## config.mk

```make
export PLATFORM = sky130hd
export DESIGN_NAME = proc_sequencer_flat
export DESIGN_NICKNAME = d
export VERILOG_FILES = /design/src/rtl/proc_sequencer_pkg.sv /design/src/rtl/proc_sequencer_if.sv /design/src/rtl/proc_sequencer_cu.sv /design/src/rtl/proc_sequencer.sv /design/src/flat_wrapper.sv
export SDC_FILE = /design/constraint.sdc
export NUM_CORES = 1
export LEC_CHECK = 0
export BUFFER_PORTS_ARGS = -buffer_cell sky130_fd_sc_hd__clkbuf_2
export CORE_AREA = 2 2 56 58
export CTS_CLUSTER_DIAMETER = 60
export DETAILED_ROUTE_END_ITERATION = 7
export DIE_AREA = 0 0 58 60
export HOLD_SLACK_MARGIN = 0.06
export PLACE_DENSITY = 0.73
export SYNTH_ARGS = -nofsm -noshare
export SYNTH_HDL_FRONTEND = slang
export SYNTH_SLANG_ARGS = --single-unit
```

## constraint.sdc

```tcl
create_clock -name clk -period 1.6 [get_ports clk]
set_input_delay 0.4 -clock clk [delete_from_list [all_inputs] [get_ports clk]]
set_output_delay 0.4 -clock clk [all_outputs]
set_load 0.01 [all_outputs]
```

## src/rtl/proc_sequencer_pkg.sv

```systemverilog
// rtl/proc_sequencer_pkg.sv - shared types and opcode map for the 13-bit processor sequencer
package proc_sequencer_pkg;

  localparam int IW = 13;

  typedef enum logic [2:0] {
    IDLE,
    FETCH,
    DECODE,
    EXECUTE,
    WRITEBACK,
    HALTED
  } state_e;

  localparam logic [3:0] OP_NOP    = 4'd0;
  localparam logic [3:0] OP_ALU_LO = 4'd1;
  localparam logic [3:0] OP_ALU_HI = 4'd9;
  localparam logic [3:0] OP_HALT   = 4'd13;
  localparam logic [3:0] OP_LOAD   = 4'd14;
  localparam logic [3:0] OP_STORE  = 4'd15;

  typedef enum logic [2:0] {
    C_NOP,
    C_ALU,
    C_LOAD,
    C_STORE,
    C_HALT,
    C_ILLEGAL
  } op_class_e;

  function automatic op_class_e classify(input logic [3:0] op);
    if (op == OP_NOP)                         return C_NOP;
    else if (op >= OP_ALU_LO && op <= OP_ALU_HI) return C_ALU;
    else if (op == OP_HALT)                   return C_HALT;
    else if (op == OP_LOAD)                   return C_LOAD;
    else if (op == OP_STORE)                  return C_STORE;
    else                                      return C_ILLEGAL;
  endfunction

endpackage

```

## src/rtl/proc_sequencer_if.sv

```systemverilog
// rtl/proc_sequencer_if.sv - instruction-memory and datapath control bundle of the sequencer
interface proc_sequencer_if #(
  parameter int PC_W = 4
);
  logic            start;
  logic [PC_W-1:0] imem_addr;
  logic [12:0]     imem_rdata;
  logic [2:0]      rf_raddr_a;
  logic [2:0]      rf_raddr_b;
  logic [2:0]      rf_waddr;
  logic            rf_we;
  logic            rf_wsel;
  logic [3:0]      alu_op;
  logic [3:0]      dmem_addr;
  logic            dmem_re;
  logic            dmem_we;
  logic [PC_W-1:0] pc;
  logic            busy;
  logic            halted;
  logic            illegal;

  modport master (
    input  start, imem_rdata,
    output imem_addr, rf_raddr_a, rf_raddr_b, rf_waddr, rf_we, rf_wsel, alu_op,
           dmem_addr, dmem_re, dmem_we, pc, busy, halted, illegal
  );

  modport slave (
    output start, imem_rdata,
    input  imem_addr, rf_raddr_a, rf_raddr_b, rf_waddr, rf_we, rf_wsel, alu_op,
           dmem_addr, dmem_re, dmem_we, pc, busy, halted, illegal
  );
endinterface

```

## src/rtl/proc_sequencer_cu.sv

```systemverilog
// rtl/proc_sequencer_cu.sv - control unit: splits an instruction word into fields and an opcode class
import proc_sequencer_pkg::*;

module proc_sequencer_cu (
  input  logic [12:0] ir_i,
  output logic [3:0]  opcode_o,
  output logic [2:0]  operanda_o,
  output logic [2:0]  operandb_o,
  output logic [2:0]  dest_o,
  output logic [3:0]  adrr_o,
  output op_class_e   class_o
);
  assign opcode_o   = ir_i[12:9];
  assign operanda_o = ir_i[8:6];
  assign operandb_o = ir_i[5:3];
  assign dest_o     = ir_i[2:0];
  // LOAD/STORE reuse the operand bits as a 4-bit data-memory address
  assign adrr_o     = ir_i[8:5];
  assign class_o    = classify(ir_i[12:9]);
endmodule

```

## src/rtl/proc_sequencer.sv

```systemverilog
// rtl/proc_sequencer.sv - multi-cycle fetch/decode/execute/writeback sequencer driving all datapath strobes
import proc_sequencer_pkg::*;

module proc_sequencer #(
  parameter int PC_W = 4
) (
  input logic               clk,
  input logic               rst,
  proc_sequencer_if.master  bus
);
  state_e          state_q, state_d;
  logic [PC_W-1:0] pc_q, pc_d;
  logic [12:0]     ir_q, ir_d;

  logic [3:0]  opcode, adrr;
  logic [2:0]  operanda, operandb, dest;
  op_class_e   op_class;

  logic [2:0]  rf_raddr_a, rf_raddr_b, rf_waddr;
  logic        rf_we, rf_wsel, dmem_re, dmem_we, illegal;
  logic [3:0]  alu_op, dmem_addr;

  proc_sequencer_cu u_cu (
    .ir_i       (ir_q),
    .opcode_o   (opcode),
    .operanda_o (operanda),
    .operandb_o (operandb),
    .dest_o     (dest),
    .adrr_o     (adrr),
    .class_o    (op_class)
  );

  always_ff @(posedge clk or posedge rst) begin
    if (rst) begin
      state_q <= IDLE;
      pc_q    <= '0;
      ir_q    <= '0;
    end else begin
      state_q <= state_d;
      pc_q    <= pc_d;
      ir_q    <= ir_d;
    end
  end

  // Every strobe is a pure decode of the registered state, so reset removes it immediately
  always_comb begin
    state_d    = state_q;
    pc_d       = pc_q;
    ir_d       = ir_q;
    rf_raddr_a = '0;
    rf_raddr_b = '0;
    rf_waddr   = '0;
    rf_we      = 1'b0;
    rf_wsel    = 1'b0;
    alu_op     = '0;
    dmem_addr  = '0;
    dmem_re    = 1'b0;
    dmem_we    = 1'b0;
    illegal    = 1'b0;
    case (state_q)
      IDLE, HALTED: if (bus.start) state_d = FETCH;
      FETCH:        state_d = DECODE;
      DECODE: begin
        ir_d    = bus.imem_rdata;
        pc_d    = pc_q + PC_W'(1);
        state_d = EXECUTE;
      end
      EXECUTE: begin
        state_d = FETCH;
        case (op_class)
          C_ALU: begin
            rf_raddr_a = operanda;
            rf_raddr_b = operandb;
            alu_op     = opcode;
            state_d    = WRITEBACK;
          end
          C_LOAD: begin
            dmem_addr = adrr;
            dmem_re   = 1'b1;
            state_d   = WRITEBACK;
          end
          C_STORE: begin
            dmem_addr  = adrr;
            rf_raddr_a = dest;
            dmem_we    = 1'b1;
          end
          C_HALT:    state_d = HALTED;
          C_ILLEGAL: illegal = 1'b1;
          default:   state_d = FETCH;
        endcase
      end
      WRITEBACK: begin
        rf_we    = 1'b1;
        rf_waddr = dest;
        rf_wsel  = (op_class == C_LOAD);
        // The ALU is combinational on the RF read ports, so keep them steady for the write
        if (op_class == C_ALU) begin
          rf_raddr_a = operanda;
          rf_raddr_b = operandb;
          alu_op     = opcode;
        end
        state_d = FETCH;
      end
      default: state_d = IDLE;
    endcase
  end

  assign bus.imem_addr  = pc_q;
  assign bus.pc         = pc_q;
  assign bus.rf_raddr_a = rf_raddr_a;
  assign bus.rf_raddr_b = rf_raddr_b;
  assign bus.rf_waddr   = rf_waddr;
  assign bus.rf_we      = rf_we;
  assign bus.rf_wsel    = rf_wsel;
  assign bus.alu_op     = alu_op;
  assign bus.dmem_addr  = dmem_addr;
  assign bus.dmem_re    = dmem_re;
  assign bus.dmem_we    = dmem_we;
  assign bus.illegal    = illegal;
  assign bus.busy       = (state_q != IDLE) && (state_q != HALTED);
  assign bus.halted     = (state_q == HALTED);

endmodule

```

## src/flat_wrapper.sv

```systemverilog
// flat-port wrapper written by rule: the top's interface ports become plain ports
module proc_sequencer_flat 
#(
  parameter int PC_W = 4
)
  (clk, rst, bus_start, bus_imem_rdata, bus_imem_addr, bus_rf_raddr_a, bus_rf_raddr_b, bus_rf_waddr, bus_rf_we, bus_rf_wsel, bus_alu_op, bus_dmem_addr, bus_dmem_re, bus_dmem_we, bus_pc, bus_busy, bus_halted, bus_illegal);
  proc_sequencer_if #(.PC_W(PC_W)) bus_i ();
  input logic clk;
  input logic rst;
  input wire logic [$bits(bus_i.start)-1:0] bus_start;
  input wire logic [$bits(bus_i.imem_rdata)-1:0] bus_imem_rdata;
  output wire logic [$bits(bus_i.imem_addr)-1:0] bus_imem_addr;
  output wire logic [$bits(bus_i.rf_raddr_a)-1:0] bus_rf_raddr_a;
  output wire logic [$bits(bus_i.rf_raddr_b)-1:0] bus_rf_raddr_b;
  output wire logic [$bits(bus_i.rf_waddr)-1:0] bus_rf_waddr;
  output wire logic [$bits(bus_i.rf_we)-1:0] bus_rf_we;
  output wire logic [$bits(bus_i.rf_wsel)-1:0] bus_rf_wsel;
  output wire logic [$bits(bus_i.alu_op)-1:0] bus_alu_op;
  output wire logic [$bits(bus_i.dmem_addr)-1:0] bus_dmem_addr;
  output wire logic [$bits(bus_i.dmem_re)-1:0] bus_dmem_re;
  output wire logic [$bits(bus_i.dmem_we)-1:0] bus_dmem_we;
  output wire logic [$bits(bus_i.pc)-1:0] bus_pc;
  output wire logic [$bits(bus_i.busy)-1:0] bus_busy;
  output wire logic [$bits(bus_i.halted)-1:0] bus_halted;
  output wire logic [$bits(bus_i.illegal)-1:0] bus_illegal;
  assign bus_i.start = bus_start;
  assign bus_i.imem_rdata = bus_imem_rdata;
  assign bus_imem_addr = bus_i.imem_addr;
  assign bus_rf_raddr_a = bus_i.rf_raddr_a;
  assign bus_rf_raddr_b = bus_i.rf_raddr_b;
  assign bus_rf_waddr = bus_i.rf_waddr;
  assign bus_rf_we = bus_i.rf_we;
  assign bus_rf_wsel = bus_i.rf_wsel;
  assign bus_alu_op = bus_i.alu_op;
  assign bus_dmem_addr = bus_i.dmem_addr;
  assign bus_dmem_re = bus_i.dmem_re;
  assign bus_dmem_we = bus_i.dmem_we;
  assign bus_pc = bus_i.pc;
  assign bus_busy = bus_i.busy;
  assign bus_halted = bus_i.halted;
  assign bus_illegal = bus_i.illegal;
  proc_sequencer #(.PC_W(PC_W)) u_core (.clk(clk), .rst(rst), .bus(bus_i));
endmodule
```

# Yosys cells after proc, flatten, opt, wreduce, memory -nomap -nowiden
# Cells that the tools add are included.
# W data, S select, Z words.
[op_classes] eq_ne=15 n_reduce_logical=9 n_lt_le_gt_ge=2 mux=26 add_sub_neg=1
[op_table] op="$mux W3" n=10
[op_table] op="$pmux W3 S2" n=3
[op_table] op="$mux W4" n=4
[op_table] op="$pmux W3 S5" n=1
[op_table] op="$eq A3 B2 Y1 const B" n=4
[op_table] op="$eq A3 B3 Y1 const B" n=4
[op_table] op="$eq A4 B4 Y1 const B" n=3
[op_table] op="$mux W1" n=8
[op_table] op="$reduce_or A2 Y1" n=4
[op_table] op="$eq A3 B1 Y1 const B" n=2
[op_table] op="$add A4 B1 Y4 const B" n=1
[op_table] op="$ge A4 B1 Y1 const B" n=1
[op_table] op="$le A4 B4 Y1 const B" n=1
[op_table] op="$logic_not A4 Y1" n=1
[op_table] op="$logic_not A3 Y1" n=1
[op_table] op="$ne A3 B3 Y1 const B" n=1
[op_table] op="$reduce_bool A3 Y1" n=1
[op_table] op="$logic_and A1 B1 Y1" n=2
[op_table] op="$ne A2 B2 Y1 const B" n=1
[word_totals] elab_cells=56 ff_bits=20

# Longest topological paths before layout
# Gate-level depths: netlist of the first run.
[logic_depth] depth_word=10 depth_mapped=6

# By module
# From an unflattened synthesis of the first run, not the netlist that was laid out.
[hier_totals] hier_cells=120 hier_area_um2=1265.0
[by_module_without_submodules] mod="proc_sequencer" instances=1 cells_each=96 area_each_um2=1088.5
[by_module_without_submodules] mod="proc_sequencer_cu" instances=1 cells_each=24 area_each_um2=176.4

# Least setup slack after synthesis of the first run
# OpenSTA, ideal clock, no wires.
[synth_timing] kind="reg2out" from="reg u_core.state_q[0]" to="out bus_alu_op[3]" setup_slack_ps=-251 stages_incl_launch_ff=5 required_time_ps=1200 arrival_time_ps=1451 cell_sequence="dfrtp_1 -> buf_2 -> nor3b_2 -> nor2_1 -> nor4b_1"
[synth_via] elab_chain_cells=3 word_cells_on_any_way=4
[synth_lines] item="start, declared" line="proc_sequencer.sv:11" rtl="state_e state_q, state_d;"
[synth_lines] item="start signal, assigned" line="proc_sequencer.sv:39" rtl="state_q <= state_d;"
[synth_lines] item="$eq A3 B2 Y1 / $eq A3 B3 Y1 (equally long branches)" line="proc_sequencer.sv:60" rtl="case (state_q)"
[synth_lines] item="$reduce_or A2 Y1 (no source line) (*)"
[synth_lines] item="$mux W4 (*)"
[synth_lines] item="end, declared" line="flat_wrapper.sv:18" rtl="output wire logic [$bits(bus_i.alu_op)-1:0] bus_alu_op;"
# Every way passes the cells marked *; elsewhere a longest branch is shown, timed or not.

# Worst setup path after layout of the first run
[layout_timing] from="reg u_core.ir_q[9]" to="out bus_alu_op[0]"
[layout_via] elab_chain_cells=9 word_cells_on_any_way=15
[layout_lines] item="start, declared" line="proc_sequencer.sv:13" rtl="logic [12:0] ir_q, ir_d;"
[layout_lines] item="start signal, assigned" line="proc_sequencer.sv:41" rtl="ir_q <= ir_d;"
[layout_lines] item="$eq A4 B4 Y1" line="proc_sequencer_pkg.sv:36" rtl="else if (op == OP_STORE) return C_STORE;"
[layout_lines] item="$mux W3" line="proc_sequencer_pkg.sv:36"
[layout_lines] item="$mux W3" line="proc_sequencer_pkg.sv:35" rtl="else if (op == OP_LOAD) return C_LOAD;"
[layout_lines] item="$mux W3" line="proc_sequencer_pkg.sv:34" rtl="else if (op == OP_HALT) return C_HALT;"
[layout_lines] item="$mux W3" line="proc_sequencer_pkg.sv:33" rtl="else if (op >= OP_ALU_LO && op <= OP_ALU_HI) return C_ALU;"
[layout_lines] item="$mux W3" line="proc_sequencer_pkg.sv:32" rtl="if (op == OP_NOP) return C_NOP;"
[layout_lines] item="$eq A3 B1 Y1" line="proc_sequencer.sv:70, proc_sequencer.sv:97"
[layout_lines] item="$mux W4 (*)" line="proc_sequencer.sv:70, proc_sequencer.sv:97"
[layout_lines] item="$mux W4 (*)"
# Marks and branches as above.

==> results.json, run 1 <==
{
  "post-place-ws_ns": -0.233,
  "insertion_delay_ns": 0.31,
  "vias_per_cell": 5.41,
  "drc": 0,
  "die_y_um": 60,
  "io_buffers": 47,
  "synth_area_per_cell_um2": 10.4,
  "fin_util_pct": 73.4,
  "violations": "setup timing",
  "power.total_mw": 4.53,
  "slew_headroom_pct": 79.6,
  "gr-total-overflow": 0,
  "syn_inst": 113,
  "yosys_warnings": 0,
  "rsz0062_at_grt": "true",
  "drt_iter0_drc": 45,
  "rows": 20,
  "firstDrtPassIters": 4,
  "fin_crit_sh_pct": 133,
  "criticalPathCategory": "flop to primary output",
  "synth_top_cell_by_area": "dfrtp_1",
  "layout_commonest_cell": "buf_6",
  "seq_area_frac_synth_pct": 42.5,
  "start_util_pct": 40.6,
  "synth_top_cell_area_share_pct": 42.5,
  "antenna_found_initial": 0,
  "numCtsBuffers": 3,
  "ff2ff_setup_slack_ns": -0.14,
  "dieArea_um2": 3480,
  "power_density_nw_per_um2": 2130,
  "clock.fmax_ghz": 0.471,
  "holdBufCountCts": 0,
  "ir_worst_vdd_mv": 1.68,
  "yosys-top-cells-area": "dfrtp_1 42%, mux2_2 13%, and2_1 4.2%",
  "ys_seq_elements": 20,
  "tritoncts": "yes",
  "drive_gt1_share_pct": 76.6,
  "clockBufferDepth": 2,
  "synthesis.area_um2": 1180,
  "cts-root-buf": "clkbuf_4",
  "synth_cell_type_count": 36,
  "grt_pass1_wl_um": 5180,
  "drt-total-wl_um": 3980,
  "arrival_ns": 1.72,
  "r2r_start": "u_core.state_q[0]$_DFFE_PP0P_",
  "start_kind": "flop",
  "grt_pass1_vias": 1140,
  "nFillCells": 170,
  "track_usage_pct": 20.0,
  "worst_r2r_path_depth": 6,
  "layout_common_cells": "34 x buf_6, 26 x clkbuf_2, 20 x dfrtp_1, 15 x buf_4, 13 x mux2_4",
  "wl_per_cell_um": 18.0,
  "cp-end-kind": "primary output",
  "setup_ws_ns": -0.524,
  "synth_nets": 130,
  "leakagePower_nw": 1.06,
  "tightest_slew_ns": 0.305,
  "fin_crit_ns": 2.12,
  "worstPathRequired_ns": 1.20,
  "crit_start": "u_core.ir_q[9]$_DFFE_PP0N_",
  "fin_skew_ns": 0.00586,
  "setup_viol": 41,
  "drtAntennaViolNets": 0,
  "nets": 206,
  "cts_max_level": 1,
  "clk_pin_slew_ns": 0.13,
  "drv_slew": 0,
  "die_w_um": 58,
  "place_congestion": 0.844,
  "hp-class": "input port to asynchronous set/reset pin",
  "vias": 1195,
  "n_antenna_cell": 0,
  "cp_max_fo": 4,
  "grt_max_degree": 21,
  "hold_viol": 0,
  "run_status": "complete, but fails checks",
  "cts.sinks": 20,
  "maxCapViolations": 0,
  "core-area_um2": 2900,
  "syn_to_final_growth_pct": 80.8,
  "ios": 48,
  "dpl.hpwl_um": 2210
}
cell type report:
cell class                      count  area (µm²)  share of cell area [%]
Clock buffer                        3        22.5                    1.06
Sequential cell                    20         500                    23.5
Tap cell                           33        41.3                    1.94
Timing Repair Buffer               84         671                    31.5
Inverter                            2        7.51                   0.352
Clock inverter                      1        30.0                    1.41
Multi-Input combinational cell     78         858                    40.3
what timing repair did:
item                       CTS  global route
pin swaps                   11            11
gates cloned                 0             1
setup endpoints to repair   24            42
resized for setup           27            86
buffers inserted            15            10
sequential cells by signal (all words and copies together) (netlist names):
| signal | cells |
|---|---|
| u_core.state_q | 3 |
| u_core.bus.imem_addr | 4 |
| u_core.ir_q | 13 |
logic make-up after synthesis:
logic type / share of synthesized area, %
adders and majority gates: 1.06
DFF: 42.5
AOI/OAI and AO/OA: 3.50
xor gates and xnor gates: 3.72
and+or+nand+nor: 27.6
muxes: 14.2
buffers and inverters: 7.43
cells in the mapped netlist:
library cell,n
nor3_1,1
nand2b_1,3
o21ai_0,1
nor3b_1,4
nand2_1,2
and3b_1,1
xnor2_1,4
nand4b_1,1
nor3b_2,2
dfrtp_1,20
and2_1,8
or4bb_1,1
inv_1,2
nand3b_1,2
and3_1,5
buf_6,1
a21bo_1,1
and4_1,1
clkbuf_1,3
nor4b_1,1
nor2b_1,1
mux2_2,14
or4_1,1
mux2i_1,1
xor2_1,1
a21oi_1,3
nand4_1,2
or2_2,1
and2_4,1
nand3_1,8
ha_1,1
buf_4,5
nor2_1,4
o21ai_1,1
buf_2,4
o22ai_1,1
power breakdown:
part,leakage (nW),switching [mW],total (mW),internal (mW)
logic,0.790,1.32,3.08,1.76
clock network,0.0279,0.176,0.430,0.253
registers,0.238,0.259,1.03,0.766
critical path, cell delays in order (launching register included):
cell     delay (ns)
dfrtp_1        0.41
or4_4          0.57
and2_4         0.18
and3_4         0.15
buf_6          0.11
per-stage QoR:
stage | setup TNS, ns | hold WS [ns] | instance area [µm²] | instances
after global routing | -13.18 | 0.0647 | 2130 | 221
after detailed placement | -1.40 | 0.419 | 1550 | 197
after floorplan | -0.431 | 0.364 | 1230 | 113
after CTS | -11.20 | 0.0697 | 1810 | 215
final | -11.01 | 0.0642 | 2130 | 221
after global placement | -1.30 | 0.412 | 1550 | 197
routing by layer:
layer / share of wire [%] / global-route usage [%] / up-vias
met5: 0 / 0 / -
met4: 1.4 / 13.0 / 0
met3: 6.7 / 4.55 / 6
met2: 55 / 32.6 / 57
met1: 37 / 23.6 / 592
li1: - / - / 540
final timing paths:
kind	to
max in group asynchronous	u_core.ir_q[10]$_DFFE_PP0N_
worst min register to register	u_core.bus.imem_addr[3]$_DFFE_PP0N_
worst max register to register	u_core.ir_q[1]$_DFFE_PP0N_
worst max-delay path	bus_alu_op[0]
min in group clk	u_core.state_q[2]$_DFFE_PP0P_
worst min-delay path	u_core.bus.imem_addr[2]$_DFFE_PP0N_
Power figures use the tool's default switching activity.
==> run 2, diff against run 1 <==
ABC_AREA = 1   (was not set)
==> results.json, run 2 <==
{
  "power_density_nw_per_um2": 2130,
  "cp_max_fo": 4,
  "clk_pin_slew_ns": 0.11,
  "nFillCells": 225,
  "synth_top_cell_by_area": "dfrtp_1",
  "worstPathRequired_ns": 1.20,
  "worst_r2r_path_depth": 11,
  "crit_start": "u_core.state_q[0]$_DFFE_PP0P_",
  "synthMostInstantiatedCell": "nor2_1",
  "dieArea_um2": 3480,
  "cp_cell_sequence": "nand2_2 -> nor2_4 -> nand4_1 -> clkinv_2 -> nand2_1 -> a21oi_2 -> buf_2",
  "drt_iter0_drc": 26,
  "synth_nets": 161,
  "arrival_ns": 1.61,
  "drtAntennaViolNets": 0,
  "crit_path_end": "bus_rf_raddr_a[1]",
  "fin_util_pct": 68.6,
  "start_kind": "flop",
  "start_util_pct": 40.6,
  "run_status": "complete, but fails checks",
  "leakagePower_nw": 1.01,
  "synthArstFlopShare_pct": 100,
  "maxCapViolations": 0,
  "ys_seq_elements": 20,
  "synth_cell_type_count": 25,
  "firstDrtPassIters": 4,
  "grt_pass1_vias": 1315,
  "gr-total-overflow": 0,
  "n_antenna_cell": 0,
  "slew_headroom_pct": 82.4,
  "synthesis.area_um2": 1180,
  "ios": 48,
  "ff2ff_setup_slack_ns": 0.07,
  "hold_viol": 0,
  "grt_use_met3_pct": 4.33,
  "violations": "setup timing",
  "core-area_um2": 2900,
  "drv_slew": 0,
  "crit_path_max_incr_delay_ns": 0.44,
  "r2r_start": "u_core.ir_q[12]$_DFFE_PP0N_",
  "tritoncts": "yes",
  "io_buffers": 47,
  "layout_common_cells": "26 x buf_4, 24 x clkbuf_2, 17 x buf_2, 16 x dfrtp_1",
  "die_y_um": 60,
  "power.total_mw": 4.25,
  "crit_buf_inv": 2,
  "tns_ns": -5.98,
  "clock.fmax_ghz": 0.498,
  "layout_commonest_cell": "buf_4",
  "setup_viol": 24,
  "cts.sinks": 20,
  "track_usage_pct": 22.5,
  "hp-class": "input port to asynchronous set/reset pin",
  "crit_family": "flip-flops",
  "largest_reg_flops": 13,
  "criticalPathCategory": "flop to primary output",
  "cts-root-buf": "clkbuf_4",
  "synth-edff-count": 0,
  "antenna_found_initial": 0,
  "place_congestion": 0.890,
  "gr-usage-met2_pct": 38.1,
  "fin_crit_ns": 2.01,
  "vias": 1294,
  "numCtsBuffers": 3,
  "drive_gt1_share_pct": 64.9,
  "grt_pass1_wl_um": 5980,
  "wl_per_cell_um": 14.3,
  "rsz0062_at_grt": "true",
  "yosys-top-cells-area": "dfrtp_1 42%, a21oi_1 6.8%, nor2_1 6.7%",
  "busiest_layer": "met2",
  "insertion_delay_ns": 0.30,
  "fin_crit_sh_pct": 126,
  "synth_flop_cell": "dfrtp_1",
  "drt-total-wl_um": 3690,
  "post-place-ws_ns": -0.0273,
  "dpl.hpwl_um": 2240,
  "cp.depth": 7,
  "cp-end-kind": "primary output",
  "die_w_um": 58,
  "vias_per_cell": 5.02,
  "clockBufferDepth": 2,
  "grt_use_met1_pct": 28.2,
  "r2r_end": "u_core.state_q[0]$_DFFE_PP0P_",
  "largest_register": "u_core.ir_q",
  "slowest_stage": "dfrtp_2",
  "rows": 20,
  "yosys_warnings": 0,
  "synth_top_cell_area_share_pct": 42.5,
  "syn_to_final_growth_pct": 68.9,
  "ir_worst_vdd_mv": 1.25,
  "synth_common_cells": "21 x nor2_1, 20 x dfrtp_1, 19 x nand2_1, 16 x a21oi_1, 13 x inv_1",
  "seq_area_frac_synth_pct": 42.5,
  "nets": 243,
  "drc": 0,
  "fin_skew_ns": 0.00300,
  "cts_max_level": 1,
  "setup_ws_ns": -0.409,
  "synth_area_per_cell_um2": 8.18,
  "tightest_slew_ns": 0.264,
  "syn_inst": 144,
  "grt_max_degree": 21
}
[run 2: changes by cell type after synthesis, moves of 5 or more]
cell	change
nand2_1	+17
nor2_1	+17
a21oi_1	+13
inv_1	+11
mux2_2	-10
and2_1	-8
nor3_1	+8
and3_1	-5
inv_2	+5
[run 2: kinds of logic after synthesis]
family / synth area share (%)
AND/OR/NAND/NOR: 31.5
buffers and inverters: 10.9
flip-flops: 42.5
AO/OA/AOI/OAI: 7.96
multiplexers: 3.82
XOR/XNOR: 2.23
adder cells (fa/ha/maj): 1.06
[run 2: per-layer routing]
metal,wire [µm],share of wire (%)
met5,0,0
met4,108,2.9
met3,218,5.9
met2,1860,51
met1,1500,41
[run 2: through the flow]
step | area (µm²) | hold slack, ns | std cells
2_1_floorplan | 1180 | 0.364 | 144
3_3_place_gp | 1570 | 0.420 | 240
3_5_place_dp | 1570 | 0.417 | 240
4_1_cts | 1880 | 0.0865 | 260
5_1_grt | 1990 | 0.0769 | 258
6_report | 1990 | 0.0854 | 258
[run 2: worst min path at each step]
stage               cells after the start  startpoint                                  end
floorplan                               1         rst  u_core.bus.imem_addr[0]$_DFFE_PP0N_
global placement                        3         rst  u_core.bus.imem_addr[1]$_DFFE_PP0N_
detailed placement                      3         rst  u_core.bus.imem_addr[2]$_DFFE_PP0N_
CTS                                     3         rst  u_core.bus.imem_addr[3]$_DFFE_PP0N_
global route                            3         rst           u_core.ir_q[1]$_DFFE_PP0N_
finish                                  3         rst  u_core.bus.imem_addr[3]$_DFFE_PP0N_
[run 2: area by class of cell]
| class | count | area, µm² | area share [%] |
|---|---|---|---|
| multi-input cells | 98 | 723 | 36.3 |
| repair buffers | 84 | 604 | 30.4 |
| flip-flops and latches | 20 | 505 | 25.4 |
| inverters | 19 | 80.1 | 4.02 |
| well taps | 33 | 41.3 | 2.07 |
| clock buffers | 4 | 36.3 | 1.82 |
[run 2: power breakdown]
part	leakage, nW	switching (mW)	internal (mW)
sequential	0.224	0.246	0.769
clock	0.0210	0.156	0.139
combinational	0.761	1.60	1.34
total	1.01	2.01	2.24
[run 2: timing repair]
action / in CTS / in global routing
cloned: 0 / 0
pin swaps: 13 / 17
setup endpoints to repair: 24 / 26
hold buffers: 0 / 0
setup buffers: 17 / 4
gates resized for setup: 43 / 52
[run 2: worst register-to-register path: stages (launching register included)]
cell	delay (ns)
dfrtp_1	0.44
inv_2	0.08
nor2_4	0.12
nand3_2	0.10
nand2_4	0.12
nand2_4	0.10
buf_4	0.15
buf_4	0.13
nand3_2	0.05
nand2_1	0.04
nand2_1	0.06
nand2_1	0.04
